$ cat config.mk
export PLATFORM = sky130hd
export DESIGN_NAME = if_id_stage
export DESIGN_NICKNAME = d
export VERILOG_FILES = /design/src/rtl/if_id_stage_pkg.sv /design/src/rtl/if_id_stage_intr_sync.sv /design/src/rtl/if_id_stage.sv
export SDC_FILE = /design/constraint.sdc
export NUM_CORES = 1
export LEC_CHECK = 0
export CORE_ASPECT_RATIO = 1.75
export CORE_MARGIN = 5
export CORE_UTILIZATION = 42
export DETAILED_ROUTE_END_ITERATION = 16
export PLACE_DENSITY = 0.79
export SYNTH_ARGS = -nofsm -noshare
export SYNTH_HDL_FRONTEND = slang
export SYNTH_SLANG_ARGS = --single-unit
export TNS_END_PERCENT = 1
$ cat constraint.sdc
create_clock -name clk -period 1.8 [get_ports clk]
set_input_delay 0.18 -clock clk [delete_from_list [all_inputs] [get_ports clk]]
set_output_delay 0.18 -clock clk [all_outputs]
set_load 0.1 [all_outputs]
$ cat src/rtl/if_id_stage_pkg.sv
// Shared constants and types for the IF/ID stage and its interrupt front-end.
package if_id_stage_pkg;

  localparam int          W_INSTR_DEF      = 8;
  localparam logic [3:0]  TWO_BYTE_OPC_DEF = 4'd12;
  localparam logic [7:0]  NOP_INSTR_DEF    = 8'h00;

  // Opcode field occupies the upper nibble of the instruction byte
  localparam int          OPC_W            = 4;
  localparam int          OPC_MSB          = 7;
  localparam int          OPC_LSB          = 4;

  // Fetch assembly state: expecting an opcode byte or an immediate byte
  typedef enum logic {
    S_OP  = 1'b0,
    S_IMM = 1'b1
  } state_t;

endpackage

$ cat src/rtl/if_id_stage_intr_sync.sv
// External interrupt front-end: two-flop synchroniser, rising-edge detect
// and a pending latch in which a new edge wins over a same-cycle clear.
module if_id_stage_intr_sync (
  input  logic clk,
  input  logic rst,
  input  logic intr_pin_i,
  input  logic int_clr_i,
  output logic pending_o
);

  logic sync1_q;
  logic sync2_q;
  logic prev_q;
  logic pending_q;
  logic pending_d;
  logic rise;

  assign rise      = sync2_q & ~prev_q;
  assign pending_d = rise | (pending_q & ~int_clr_i);
  assign pending_o = pending_q;

  // Synchronise the raw pin, remember last level, and latch edges into pending
  always_ff @(posedge clk or negedge rst) begin
    if (!rst) begin
      sync1_q   <= 1'b0;
      sync2_q   <= 1'b0;
      prev_q    <= 1'b0;
      pending_q <= 1'b0;
    end else begin
      sync1_q   <= intr_pin_i;
      sync2_q   <= sync1_q;
      prev_q    <= sync2_q;
      pending_q <= pending_d;
    end
  end

endmodule

$ cat src/rtl/if_id_stage.sv
// IF/ID pipeline register: assembles opcode+immediate instructions, holds on
// stall, bubbles on flush, and gates the pending interrupt to safe boundaries.
module if_id_stage
  import if_id_stage_pkg::*;
#(
  parameter int                  W_INSTR      = W_INSTR_DEF,
  parameter logic [OPC_W-1:0]    TWO_BYTE_OPC = TWO_BYTE_OPC_DEF,
  parameter logic [W_INSTR-1:0]  NOP_INSTR    = NOP_INSTR_DEF
) (
  input  logic               clk,
  input  logic               rst,
  input  logic [W_INSTR-1:0] instr_in,
  input  logic [W_INSTR-1:0] pc_in,
  input  logic               sf1_in,
  input  logic               stall,
  input  logic               flush,
  input  logic               intr_pin,
  input  logic               int_clr,
  input  logic               int_active,
  output logic [W_INSTR-1:0] IR,
  output logic [W_INSTR-1:0] imm,
  output logic               imm_valid,
  output logic               ir_valid,
  output logic [W_INSTR-1:0] pc_out,
  output logic               reg_sf1,
  output logic               intr
);

  state_t              state_q;
  logic [W_INSTR-1:0]  ir_q;
  logic [W_INSTR-1:0]  imm_q;
  logic                imm_valid_q;
  logic                ir_valid_q;
  logic [W_INSTR-1:0]  pc_q;
  logic                sf1_q;
  logic                intr_q;
  logic                intr_d;
  logic                pending;
  logic                two_byte;

  if_id_stage_intr_sync u_intr_sync (
    .clk        (clk),
    .rst        (rst),
    .intr_pin_i (intr_pin),
    .int_clr_i  (int_clr),
    .pending_o  (pending)
  );

  // Interrupt-injected slots carry a PC, never an immediate, even if the
  // byte happens to look like a two-byte opcode.
  assign two_byte = (instr_in[W_INSTR-1 -: OPC_W] == TWO_BYTE_OPC) && !sf1_in;

  // Only offer the interrupt between instructions and outside an ISR
  assign intr_d = pending & ~int_active & (state_q == S_OP);

  // Fetch FSM and IF/ID registers; flush beats stall, intr keeps updating under stall
  always_ff @(posedge clk or negedge rst) begin
    if (!rst) begin
      state_q     <= S_OP;
      ir_q        <= NOP_INSTR;
      imm_q       <= '0;
      imm_valid_q <= 1'b0;
      ir_valid_q  <= 1'b0;
      pc_q        <= '0;
      sf1_q       <= 1'b0;
      intr_q      <= 1'b0;
    end else begin
      intr_q <= intr_d;
      if (flush) begin
        ir_q        <= NOP_INSTR;
        ir_valid_q  <= 1'b0;
        imm_valid_q <= 1'b0;
        sf1_q       <= 1'b0;
        state_q     <= S_OP;
      end else if (!stall) begin
        case (state_q)
          S_OP: begin
            ir_q        <= instr_in;
            pc_q        <= pc_in;
            sf1_q       <= sf1_in;
            imm_valid_q <= 1'b0;
            if (two_byte) begin
              ir_valid_q <= 1'b0;
              state_q    <= S_IMM;
            end else begin
              ir_valid_q <= 1'b1;
              state_q    <= S_OP;
            end
          end
          S_IMM: begin
            imm_q       <= instr_in;
            imm_valid_q <= 1'b1;
            ir_valid_q  <= 1'b1;
            state_q     <= S_OP;
          end
          default: state_q <= S_OP;
        endcase
      end
    end
  end

  assign IR        = ir_q;
  assign imm       = imm_q;
  assign imm_valid = imm_valid_q;
  assign ir_valid  = ir_valid_q;
  assign pc_out    = pc_q;
  assign reg_sf1   = sf1_q;
  assign intr      = intr_q;

endmodule

## Word-level counts from Yosys, hierarchy flattened

Cells that the tools add are included.

- Output and inout bits: 28
- Register bits after elaboration: 33

- Bitwise operators: 11
- Eq/ne operators: 3
- Reduce and logical (&&, ||, !) cells: 5
- Muxes and demuxes: 17

Operators by type and width:

| cell | count |
|---|---|
| $mux W8 | 3 |
| $mux W1 | 11 |
| $not A1 Y1 | 6 |
| $pmux W1 S2 | 3 |
| $reduce_and A3 Y1 | 2 |
| $and A1 B1 Y1 | 4 |
| $eq A4 B4 Y1 const B | 1 |
| $ne A2 B1 Y1 const B | 1 |
| $ne A2 B2 Y1 const B | 1 |
| $reduce_and A2 Y1 | 1 |
| $logic_and A1 B1 Y1 | 1 |
| $logic_not A1 Y1 | 1 |
| $or A1 B1 Y1 | 1 |

## Logic depth before layout (Yosys ltp)

Gate-level depths: netlist of run 1.

- Word-level depth: 6
- Gate-level depth with buffers: 5
- Mapped depth without buffers: 3

## Cells and area by module

From an unflattened synthesis of run 1, not the netlist that was laid out.

- Cell total of the unflattened synthesis: 96
- Area, all modules: 1331.3 sq um

Modules (own cells, without submodules):

| module | area each (sq um) | cells each | times used |
|---|---|---|---|
| if_id_stage | 1211.2 | 89 | 1 |
| if_id_stage_intr_sync | 120.1 | 7 | 1 |

## Worst setup path before layout of run 1

Ideal clock, no wire load.

- Path type: reg2reg
- Start: reg ir_valid (netlist name)
- End: reg ir_valid_q (netlist: ir_valid)
- Stages on the path, launching flop included: 4
- Path slack: 0.490 ns
- Data arrival time: 1.244 ns
- Period minus slack after synthesis: 1.310 ns
- Data required time: 1.734 ns
- Buffers on the path: 0
- Path through: dfrtp_1 -> inv_1 -> a21oi_1 -> and2_1

RTL lines:

| what | RTL line | RTL |
|---|---|---|
| to (signal assigned) | if_id_stage.sv:63 | `ir_valid_q <= 1'b0;` |
| to (signal assigned) | if_id_stage.sv:71 | `ir_valid_q <= 1'b0;` |
| to (signal assigned) | if_id_stage.sv:83 | `ir_valid_q <= 1'b0;` |
| to (decl) | if_id_stage.sv:33 | `logic ir_valid_q;` |

## Worst setup path in the final report of run 1

- Start: reg state_q
- End: reg imm_q[2] (netlist: imm[2])

- Longest elaborated chain between the ends: 1

RTL lines:

| what | RTL line | RTL |
|---|---|---|
| from (decl) | if_id_stage.sv:29 | `state_t state_q;` |
| from (signal assigned) | if_id_stage.sv:59 | `state_q <= S_OP;` |
| from (signal assigned) | if_id_stage.sv:74 | `state_q <= S_OP;` |
| from (signal assigned) | if_id_stage.sv:84 | `state_q <= S_IMM;` |
| $reduce_and A3 Y1 (no line) | n/a |  |
| to (signal assigned) | if_id_stage.sv:91 | `imm_q <= instr_in;` |
| to (decl) | if_id_stage.sv:31 | `logic [W_INSTR-1:0] imm_q;` |

Every way passes these cells.
A chain may end at the register's enable or synchronous reset.

==> results.md, run 1 <==
- Status: finished clean
- CTS tree: done
- Port-buffer cells: 51
- Avg WL per Cell: ~15 µm
- Synth Area in Compound Gates: about 5%
- Clock root buffer: clkbuf_8
- TNS Setup: 0 ns
- Hold Buf Count CTS: 0
- Synth warnings: 0
- Crit share post-route: 82.1%
- Synth Area in Adders: 0%
- # rows: 26
- Family with the most delay on the worst path: flip-flops
- Main combinational cell family by area after synthesis: multiplexers
- Mapped Nets: between 100 and 150
- LEAKAGE: roughly 0.0009 µW
- Slew of the pin with the lowest slew margin: about 0.43 ns
- Area Overhead vs Synth: 44.8%
- Cell Area, Synth: 0.00126 mm²
- Die X: ~50 µm
- Initial core utilization: a little over two fifths
- Avg Cell Area, Syn: between 10 and 15 µm²
- Die Ht: 82.5 µm
- Initial antenna violation count: 0
- Sequential share of the synthesized area: approximately two thirds
- GPL Wtd Cong: between 0.6 and 0.7
- Worst setup EP type: flip-flop
- Critical path type: flip-flop to flip-flop
- Hold Fails Final Rpt: 0
- Flip-flop and latch area: approximately 830 µm²
- Worst-path clk slew: around 0.060 ns
- CP Cell Sequence: nor3b_4 > mux2_2
- Grt total ovfl: 0
- Critical path's largest stage delay: 0.50 ns
- Critical Path AT: approximately 1.6 ns
- First-pass GRT wire length: 4.47 mm
- CTS buffer count: 5
- First-iteration detailed-routing DRC count: 25
- Final setup viols: 0
- Ranking of synthesized cells by area: dfrtp_1 66%, mux2_2 11%, nand2_1 5.7%, a21oi_1 4.4%, mux2_1 3.6%
- Maximum vdd drop: roughly 820 µV
- F_max: roughly 0.68 GHz
- Pin count of the biggest net entering global routing: 34
- Dpl ws: between 0.08 and 0.09 ns
- Worst skew pair latency: 0.28 ns
- Post-route ant nets: 0
- PD cells: between 1000 and 1500 mW/mm²
- Post-cts sizing count: 0
- Netlist cell types: 19
- Footprint of the multi-input gates: between 400 and 500 µm²
- Routed vias: 920
- CP required: 1.97 ns
- Max-cap violation count: 0
- Post-CTS Setup Bufs: 0
- Number of H-tree levels: 2
- Post-Synth Simple-Gate Area: approximately an eighth
- CP max FO: 8
- Die Area: 0.00424 mm²
- Clock Skew: approximately 0.0036 ns
- Mux cell area share after synthesis: 15.1%
- Post-synthesis register bit count: 33
- DRC viols: 0
- Mapped Cells: 98
- HPWL Detailed: ~2.2 mm
- Total Power: between 1500 and 2000 µW
- Synth area leader: dfrtp_1
- Worst Path Buf+Inv: 0
- Global-route usage over all layers: about 15%
- Max-slew violations: 0
- Layout Nets: 180
- RSZ-0062 raised after global routing: false
- Core ar.: a little under 0.003 mm²
- Clk sinks: 33
- PnR worst setup slack: around 0.32 ns
- Fillers: roughly 230
- ANT cells: 0
- Initial DRT Pass Iterations: 4
- Clock tree buffer depth: 2
- XOR/XNOR share of the synthesized area: 0%
- Tmin final: between 1 and 1.5 ns
- WL final: roughly 2.7 mm
- Number of global-route vias before repair: 1,019
- Hold WC Path Type: input pin to async pin
- Slowest CP cell: dfrtp_1
- Vias per cell: a little under 5
- Top-area cell type share of the netlist area: 65.5%
- Layout cells sized above 1: between 30% and 40%
- Max transition margin: between 70 and 80%
- Ports: 52
- CP Launch Type: flip-flop
metal layers:
metal / track usage [%] / vias up / wire (µm)
met5: 0 / - / 0
met4: 7.61 / 0 / 57
met3: 6.82 / 7 / 227
met2: 25.0 / 35 / 1520
met1: 14.4 / 437 / 911
li1: - / 441 / -
state kept, by name, indices dropped and copies added (netlist names):
name,cells
u_intr_sync.sync1_q,1
intr,1
IR,8
imm,8
reg_sf1,1
ir_valid,1
imm_valid,1
state_q,1
u_intr_sync.prev_q,1
pc_out,8
u_intr_sync.sync2_q,1
u_intr_sync.pending_o,1
logic make-up after synthesis:
kind of cell,after synthesis
AND/OR/NAND/NOR,29
multiplexers,17
flip-flops,33
buffers and inverters,7
AO/OA/AOI/OAI,12
final timing paths:
path / to / depth (start not counted) / slack (ns) / startpoint
max in group asynchronous: pc_out[2]$_DFFE_PN0P_ / 2 / 1.22 / rst
hold / removal: imm[2]$_DFFE_PN0P_ / 2 / 0.29 / rst
setup / recovery: imm[2]$_DFFE_PN0P_ / 2 / 0.32 / state_q$_DFFE_PN0P_
min in group clk: u_intr_sync.sync1_q$_DFF_PN0_ / 1 / 0.34 / intr_pin
hold reg to reg: u_intr_sync.sync2_q$_DFF_PN0_ / 0 / 0.36 / u_intr_sync.sync1_q$_DFF_PN0_
setup reg to reg: imm[2]$_DFFE_PN0P_ / 2 / 0.32 / state_q$_DFFE_PN0P_
power by group:
| group | total, µW | internal, µW | switching (µW) |
|---|---|---|---|
| logic | 640 | 159 | 481 |
| registers | 829 | 800 | 29.0 |
| clock network | 516 | 274 | 242 |
| total | 1990 | 1230 | 752 |
Yosys cell counts, drive strengths merged:
| cell type | count |
|---|---|
| dfrtp | 33 |
| nand2 | 19 |
| mux2 | 16 |
| a21oi | 11 |
| buf | 3 |
| inv | 3 |
| nor3 | 3 |
| and2 | 2 |
| nor2 | 2 |
| clkbuf | 1 |
| mux2i | 1 |
| nand3 | 1 |
| nor3b | 1 |
| o22ai | 1 |
| or2 | 1 |
per-stage QoR:
stage	util, %	hold WS, ns	instance area [µm²]	instances
final	63.0	0.287	1820	185
after global routing	63.0	0.324	1820	185
after CTS	63.0	0.300	1820	185
after detailed placement	60.2	0.352	1740	177
after global placement	60.2	0.337	1740	177
after floorplan	-	-0.116	1260	98
final cells by class:
type / count / area share (%)
Sequential cell: 33 / 45.3
Multi-Input combinational cell: 58 / 22.0
Inverter: 3 / 0.617
Clock buffer: 8 / 4.39
Timing Repair Buffer: 55 / 25.8
Tap cell: 28 / 1.92
worst register-to-register path: cells and delay by family, from the launching register on:
| kind | cells | cell delay (ns) |
|---|---|---|
| mux | 1 | 0.39 |
| simple gates | 1 | 0.47 |
| flops | 1 | 0.50 |
layout by cell type, fill, tap and decap left out, types with 3 or more instances in the layout:
cell / instances
dfrtp_1: 33
buf_4: 32
clkdlybuf4s50_1: 23
nand2_1: 19
mux2_2: 12
a21oi_1: 11
clkbuf_8: 5
mux2_1: 4
inv_1: 3
clkbuf_1: 3
No activity file was read; power rests on OpenSTA's default activity.
==> run 2, diff against run 1 <==
Settings changed: CORE_UTILIZATION 42 to 37, PLACE_DENSITY 0.79 to 0.73.
Clock period 1.8 ns to 1.3 ns, I/O delays scaled along.
==> run 2 against run 1 <==
Non-clock buffer count increased by 4. Via count increased by 5.3%. Critical path depth increased by 1. Global-route usage increased by 1.7 points. Largest power group unchanged. Die area increased by 11%. Critical path type unchanged. Final area increased by 25%.
==> results.md, run 2 (synthesis gave the netlist of run 1 again) <==
- Global-route usage over all layers: between 15 and 20%
- Slew of the pin with the lowest slew margin: 0.310 ns
- Critical path's largest stage delay: 0.43 ns
- Vias per cell: between 4 and 5
- Critical path type: flip-flop to flip-flop
- Crit share post-route: between 90% and 100%
- HPWL Detailed: approximately 2.6 mm
- Clock power frac: between 20% and 30%
- WHS: roughly 0.22 ns
- R2r setup slk: 0.04 ns
- Max transition margin: 79.3%
- Tmin final: 1.26 ns
- Reg-to-Reg End: imm[5]$_DFFE_PN0P_
- CTS buffer count: 5
- Final Cell Area: approximately 0.0023 mm²
- PnR worst setup slack: 0.0354 ns
- GPL Wtd Cong: around 0.8
- RSZ-0062 raised after global routing: true
- Die Ht: just under 90 µm
- Max-cap violation count: 0
- Die Area: approximately 0.0047 mm²
- Area Overhead vs Synth: 81.0%
- Pin count of the biggest net entering global routing: 34
- P_int: approximately 2000 µW
- CP Launch Type: flip-flop
- Fillers: about 250
- Post-CTS Setup Bufs: 0
- Clock Skew: roughly 0.0066 ns
- First-iteration detailed-routing DRC count: 32
- CP required: roughly 1.5 ns
- Ports: 52
- F_max: 0.791 GHz
- FF-to-FF Start: state_q$_DFFE_PN0P_
- Critical Path AT: 1.42 ns
- CTS tree: done
- Final setup viols: 0
- Sequential share of power: roughly two fifths
- Total Power: a little over 3000 µW
- Worst skew pair latency: about 0.28 ns
- PD cells: between 1000 and 1500 mW/mm²
- LEAKAGE: around 0.0010 µW
- Initial DRT Pass Iterations: 4
- CP Cell Sequence: nor3b_4 > buf_12 > mux2_1
- Maximum vdd drop: approximately 1300 µV
- Clock root buffer: clkbuf_8
- Post-route ant nets: 0
- Switching share of power: between 30 and 40%
- Initial core utilization: ~38%
- Grt total ovfl: 0
- Worst-path clk slew: around 0.07 ns
- Dpl ws: -0.290 ns
- Status: finished clean
- Avg WL per Cell: between 15 and 20 µm
- Slowest CP cell: dfrtp_2
- Max-slew violations: 0
- Worst setup EP type: flip-flop
- WL final: between 3 and 4 mm
- ANT cells: 0
- First-pass GRT wire length: approximately 5.4 mm
- Setup crit start: state_q$_DFFE_PN0P_
- Hold Fails Final Rpt: 0
- Die X: between 50 and 60 µm
- Comb pwr share: between 30% and 40%
- Number of global-route vias before repair: approximately 1,100
- R2R cell count: 3
- DRC viols: 0
- Net Switching: roughly 1100 µW
- Placed cell area: between 0.002 and 0.0025 mm²
- Clock tree buffer depth: 2
- Routed vias: approximately 970
- Layout Nets: about 180
- CP max FO: 8
- Setup crit end: imm[5]$_DFFE_PN0P_
- Most frequent cells in the layout: 31 x dfrtp_1, 31 x buf_12, 21 x clkdlybuf4s50_1
- Clk sinks: 33
- Initial antenna violation count: 0
- Port-buffer cells: ~50
- Layout cells sized above 1: a little under two fifths
- # rows: 28
- Core ar.: approximately 0.0033 mm²
- Number of H-tree levels: 2
- Hold WC Path Type: input pin to async pin
## run 2: metrics by stage
stage	TNS, ns	std cells	util, %
after floorplan	0	98	-
after global placement	-5.90	198	65.6
after detailed placement	-6.79	198	65.6
after CTS	0	206	68.4
after global routing	-0.0446	206	68.5
final	0	206	68.5
## run 2: how the worst min path moves through the flow
stage	startpoint	endpoint	slack [ns]	depth (start not counted)
after floorplan	rst	IR[0]$_DFFE_PN0P_	-0.17	0
after global placement	u_intr_sync.sync1_q$_DFF_PN0_	u_intr_sync.sync2_q$_DFF_PN0_	0.33	0
after detailed placement	u_intr_sync.sync1_q$_DFF_PN0_	u_intr_sync.sync2_q$_DFF_PN0_	0.36	0
after CTS	rst	u_intr_sync.pending_o$_DFF_PN0_	0.22	2
after global routing	rst	u_intr_sync.pending_o$_DFF_PN0_	0.24	2
final	rst	u_intr_sync.sync2_q$_DFF_PN0_	0.22	2
## run 2: cell type report
cell class	count	area [µm²]	share of cell area (%)
flip-flops and latches	33	828	36.3
well taps	45	56.3	2.47
clock buffers	8	90.1	3.95
multi-input cells	58	402	17.6
repair buffers	59	893	39.2
inverters	3	11.3	0.494
## run 2: worst max-delay path: cells and delay by family, from the launching register on
kind / cells / cell delay [ns]
buf+inv: 1 / 0.15
flops: 1 / 0.43
mux: 1 / 0.32
simple gates: 1 / 0.24
## run 2: power by group through the flow
stage               registers, µW  clock network (µW)  logic [µW]
floorplan                    1700                   0         102
global placement             1200                   0        1090
detailed placement           1210                   0        1100
CTS                          1190                 810        1100
global route                 1200                 850        1130
finish                       1190                 773        1100
## run 2: metal layers
metal  global-route usage (%)  wire (µm)  vias to the layer above
met1                     16.6       1110                      485
met2                     27.9       1860                       29
met4                     10.4         84                        0
met5                        0          0                        -
li1                         -          -                      448
met3                     4.46        162                        7
## run 2: repair_timing
item                                    4_1_cts  5_1_grt
gates cloned                                  0        0
endpoints found under the setup margin        8       14
hold endpoints to repair                      0        0
hold buffers                                  0        0
gates resized for setup                       1        2
